**src/rtl/prod_acc_16.sv**
```systemverilog
// prod_acc_16: burst accumulator behind the 16x16 multiplier's final adder.
// Define PROD_ACC_SAT_EN to make each addition saturate instead of wrapping.
module prod_acc_16 #(
  parameter int ACC_W = 24,
  parameter int CNT_W = 8
) (
  input  logic             sys_clk,
  input  logic             sys_rst,
  input  logic             start_i,
  input  logic [CNT_W-1:0] len_i,
  input  logic             abort_i,
  input  logic [15:0]      prod_i,
  input  logic             prod_valid_i,
  output logic             prod_ready_o,
  output logic [ACC_W-1:0] acc_o,
  output logic             acc_valid_o,
  input  logic             acc_ready_i,
  output logic             busy_o,
  output logic             ovf_o
);

  typedef enum logic [1:0] {
    ST_IDLE = 2'd0,
    ST_ACC  = 2'd1,
    ST_DONE = 2'd2
  } state_t;

  localparam logic [CNT_W-1:0] CNT_ONE = {{(CNT_W-1){1'b0}}, 1'b1};

  state_t             state_q;
  logic [ACC_W-1:0]   acc_q;
  logic [CNT_W-1:0]   cnt_q;
  logic               ovf_q;
  logic               prod_ready_q;
  logic               acc_valid_q;
  logic               busy_q;

  logic [ACC_W-1:0]   prod_ext_s;
  logic [ACC_W-1:0]   raw_sum_s;
  logic [ACC_W-1:0]   acc_d;
  logic               add_ovf_s;
  logic               accept_s;

  // Sign-extended sum of the running total and the incoming product.
  always_comb begin
    prod_ext_s = {{(ACC_W-16){prod_i[15]}}, prod_i};
    raw_sum_s  = acc_q + prod_ext_s;
    // Signed overflow: operands agree in sign but the result does not.
    add_ovf_s  = (acc_q[ACC_W-1] == prod_ext_s[ACC_W-1]) &&
                 (raw_sum_s[ACC_W-1] != acc_q[ACC_W-1]);
`ifdef PROD_ACC_SAT_EN
    if (add_ovf_s) begin
      acc_d = acc_q[ACC_W-1] ? {1'b1, {(ACC_W-1){1'b0}}}
                             : {1'b0, {(ACC_W-1){1'b1}}};
    end else begin
      acc_d = raw_sum_s;
    end
`else
    acc_d = raw_sum_s;
`endif
    accept_s = prod_valid_i & prod_ready_q;
  end

  // Burst control FSM with registered handshake and status outputs.
  always_ff @(posedge sys_clk or posedge sys_rst) begin
    if (sys_rst) begin
      state_q      <= ST_IDLE;
      acc_q        <= {ACC_W{1'b0}};
      cnt_q        <= {CNT_W{1'b0}};
      ovf_q        <= 1'b0;
      prod_ready_q <= 1'b0;
      acc_valid_q  <= 1'b0;
      busy_q       <= 1'b0;
    end else if (abort_i) begin
      // Abort wins over start and over a product arriving this cycle.
      state_q      <= ST_IDLE;
      acc_q        <= {ACC_W{1'b0}};
      cnt_q        <= {CNT_W{1'b0}};
      ovf_q        <= 1'b0;
      prod_ready_q <= 1'b0;
      acc_valid_q  <= 1'b0;
      busy_q       <= 1'b0;
    end else begin
      case (state_q)
        ST_IDLE: begin
          if (start_i) begin
            acc_q  <= {ACC_W{1'b0}};
            ovf_q  <= 1'b0;
            busy_q <= 1'b1;
            if (len_i == {CNT_W{1'b0}}) begin
              state_q     <= ST_DONE;
              acc_valid_q <= 1'b1;
            end else begin
              state_q      <= ST_ACC;
              cnt_q        <= len_i;
              prod_ready_q <= 1'b1;
            end
          end
        end
        ST_ACC: begin
          if (accept_s) begin
            acc_q <= acc_d;
            ovf_q <= ovf_q | add_ovf_s;
            cnt_q <= cnt_q - CNT_ONE;
            if (cnt_q == CNT_ONE) begin
              state_q      <= ST_DONE;
              prod_ready_q <= 1'b0;
              acc_valid_q  <= 1'b1;
            end
          end
        end
        ST_DONE: begin
          if (acc_ready_i) begin
            state_q     <= ST_IDLE;
            acc_valid_q <= 1'b0;
            busy_q      <= 1'b0;
          end
        end
        default: begin
          state_q      <= ST_IDLE;
          acc_q        <= {ACC_W{1'b0}};
          cnt_q        <= {CNT_W{1'b0}};
          ovf_q        <= 1'b0;
          prod_ready_q <= 1'b0;
          acc_valid_q  <= 1'b0;
          busy_q       <= 1'b0;
        end
      endcase
    end
  end

  assign prod_ready_o = prod_ready_q;
  assign acc_valid_o  = acc_valid_q;
  assign busy_o       = busy_q;
  assign ovf_o        = ovf_q;
  assign acc_o        = acc_q;

endmodule

```
**config.mk**
```make
export PLATFORM = sky130hd
export DESIGN_NAME = prod_acc_16
export DESIGN_NICKNAME = d
export VERILOG_FILES = /design/src/rtl/prod_acc_16.sv
export SDC_FILE = /design/constraint.sdc
export NUM_CORES = 1
export LEC_CHECK = 0
export CAP_MARGIN = 20
export CORE_ASPECT_RATIO = 1.75
export CORE_MARGIN = 2
export CORE_UTILIZATION = 40
export DETAILED_ROUTE_END_ITERATION = 12
export PLACE_DENSITY = 0.73
export SYNTH_ARGS = -nofsm -noshare
export SYNTH_HDL_FRONTEND = slang
export SYNTH_SLANG_ARGS = --single-unit
```
**constraint.sdc**
```tcl
create_clock -name sys_clk -period 2.3 [get_ports sys_clk]
set_input_delay 0.46 -clock sys_clk [delete_from_list [all_inputs] [get_ports sys_clk]]
set_output_delay 0.46 -clock sys_clk [all_outputs]
set_load 0.02 [all_outputs]
```
==> results.txt <==
Final Hold Fails -> 0
Netlist Area Pre-Place -> 3090 µm²
Via density -> 5.71
Max Fanout on Critical Path -> 3
Ys flop type -> dfrtp_1
Clock buffer depth -> 2
Worst vdd ir -> 333 µV
Worst Tran Pin Value -> 0.660 ns
Synth top area cells -> dfrtp_1 (31%), ha_1 (10%), o21ai_0 (5.2%), nand2_1 (5.1%), a21oi_1 (4.0%)
Worst path bufs/invs -> 1
Tot GR Track Use -> 0.241
ANT nets after route -> 0
CP required -> 2.47 ns
Power Total -> 2280 µW
WL/cell -> 16.4 µm
Cell variety after synth -> 65
Cells along the critical path -> dlygate4sd2_1 -> ha_4 -> fa_2 -> a211oi_2 -> o21ai_2 -> a211oi_2 -> nor2_2 -> a311oi_2 -> xor2_1 -> o21ai_1
Final period util -> 0.988
Vias in the first global route -> 3733
WL final -> 9890 µm
Comb pwr share -> 0.312
HP Class -> reg2reg
Root buffer cell -> clkbuf_16
Nets -> 571
Ant diodes -> 0
Unrepaired setup endpoints after global routing -> yes
Setup Skew -> 0.00847 ns
First-pass GRT wire length -> 16500 µm
Final setup viols -> 0
Commonest cells post-synth -> nand2_1 (42), dfrtp_1 (38), o21ai_0 (32)
I/O Buffers -> 57
Drt drc -> 0
Synth async-reset ratio -> 1.00
Crit path kind -> in2reg
Worst Path Arrival -> 2.44 ns
Routed vias -> 3450
CP dominant cell by count -> a211oi_2
Post-layout util -> 0.673
FP Rows -> 42
Outcome -> finished, final reports clean
Leading area contributor after synthesis -> dfrtp_1
Clock share of power -> 0.351
Sw Ratio -> 0.309
Area of the core -> 7510 µm²
Cells after Synth -> 361
Gpl congestion -> 0.917
Num Clock Sinks -> 38
Min Tclk post-route -> 2.27 ns
Post-synth EDFFs -> 0
Final Max Tran Viols -> 0
Max-cap violation count -> 0
Die W -> 70.5 µm
Seq pwr share -> 0.337
H-tree Lvls -> 2
CTS clk-pin slew, worst paths -> 0.06 ns
DIE AREA -> 8480 µm²
Die height -> 120 µm
Largest stage delay on the critical path -> 0.34 ns
Slowest CP cell -> fa_2
Filler cell count -> 570
Psw -> 704 µW
Syn-to-layout area delta -> 63.5%
Achievable Freq -> 440 MHz
Post-synthesis sequential area ratio -> 0.307
CTS tree -> done
DRT Pass-1 Iters -> 4
Post-synth top area share -> 0.307
Avg Inst Size Synth -> 8.57 µm²
Initial drt markers -> 136
CP delay by family, top -> compound AO/OA/AOI/OAI gates
Layout cells sized above 1 -> 0.341
Grt ovf -> 0
Mapped Nets -> 417
TritonCTS Buffers -> 5
Hpwl dp -> 7120 µm
Int Power -> 1570 µW
Crit start category -> primary input
Yosys reg bits -> 38
Top-count cell post-synth -> nand2_1
LEAKAGE -> 0.00222 µW
YS warnings -> 0
Largest net degree at the start of global routing -> 39
Antenna violations before repair -> 0
I/O pin cnt -> 58
Worst setup EP type -> flop
Clock latency on the worst-skew pair -> 0.29 ns
PwrDens -> 451 nW/µm²
Relative slew slack -> 0.548
Starting Density -> 0.412
-- path summary, 6_finish.rpt --
kind | slack [ns] | end | cells after the start | start
worst max-delay path | 0.03 | acc_o[22] | 10 | prod_i[0]
worst min-delay path | 0.50 | acc_valid_o | 1 | acc_valid_o
worst max register to register | 0.04 | acc_o[22] | 9 | acc_o[0]
worst min register to register | 0.50 | acc_valid_o | 1 | acc_valid_o
max in group asynchronous | 1.55 | acc_o[0] | 3 | sys_rst
min in group asynchronous | 0.53 | acc_o[16] | 3 | sys_rst
-- state kept, by name (all words and copies together), names as in the netlist --
register and cells:
ovf_o 1, cnt_q 8, prod_ready_o 1, acc_o 24, state_q 2, busy_o 1
acc_valid_o 1
-- metrics by stage --
step	area [µm²]	setup slack, ns	TNS [ns]	hold WS, ns	cells
after detailed placement	4440	-0.615	-9.45	0.499	587
after global placement	4440	-0.592	-8.80	0.490	587
final	5060	0.0286	0	0.501	604
after global routing	5060	-0.0730	-0.258	0.529	604
after CTS	4940	-0.0758	-0.0758	0.513	603
after floorplan	3100	0.00228	0	0.487	361
-- timing repair --
| item | in CTS | in global routing |
|---|---|---|
| pin swaps | 40 | 25 |
| cloned | 0 | 0 |
| endpoints found under the setup margin | 17 | 13 |
| resized for setup | 55 | 20 |
| buffers inserted | 8 | 1 |
| hold endpoints to repair | 0 | 0 |
| hold buffers | 0 | 0 |
-- routing by layer --
layer / GRT usage / part of all wire / vias to the layer above
met3: 0.0308 / 0.027 / 41
met2: 0.450 / 0.55 / 91
met1: 0.247 / 0.37 / 1669
li1: - / - / 1649
met4: 0.153 / 0.055 / 0
met5: 0 / 0 / -
-- logic make-up after synthesis --
kind of cell,after synthesis,share of synthesized area
AO/OA/AOI/OAI,130,0.285
XOR/XNOR,16,0.0453
adder cells (fa/ha/maj),26,0.108
buffers and inverters,24,0.0311
flip-flops,38,0.307
multiplexers,5,0.0170
AND/OR/NAND/NOR,122,0.207
-- layout by cell type, fill, tap and decap left out, types with 4 or more instances in the layout --
master and count:
o22ai_1 4, o21ai_1 16, ha_4 16, a21oi_2 5
nor2b_1 5, nor2_1 21, buf_4 100, clkdlybuf4s50_1 44
a31oi_1 4, nand2_1 39, nand3_1 5, ha_1 8
dlygate4sd2_1 10, a21o_1 4, o211ai_1 5, a22o_1 7
dfrtp_1 37, inv_1 11, o21ai_0 27, xnor2_1 6
xor2_1 10, nand2b_1 5, nand2_2 5, a21oi_1 19
a211oi_2 6, or3_1 6, nor3_1 5, clkbuf_16 5
and2_1 8
-- area by class of cell --
cell class | count | area (µm²) | share of cell area
repair buffers | 160 | 1350 | 0.267
flip-flops and latches | 38 | 952 | 0.188
clock buffers | 5 | 125 | 0.0247
well taps | 88 | 110 | 0.0218
clock inverters | 3 | 40.0 | 0.00792
inverters | 11 | 41.3 | 0.00816
multi-input cells | 299 | 2440 | 0.482
-- power groups by stage --
stage / clock [µW] / sequential, µW / combinational (µW)
after detailed placement: 0 / 775 / 645
after floorplan: 0 / 782 / 338
after CTS: 811 / 766 / 691
final: 800 / 768 / 712
after global routing: 842 / 775 / 774
after global placement: 0 / 773 / 629
Note: power is estimated with default switching activity, not from simulation.
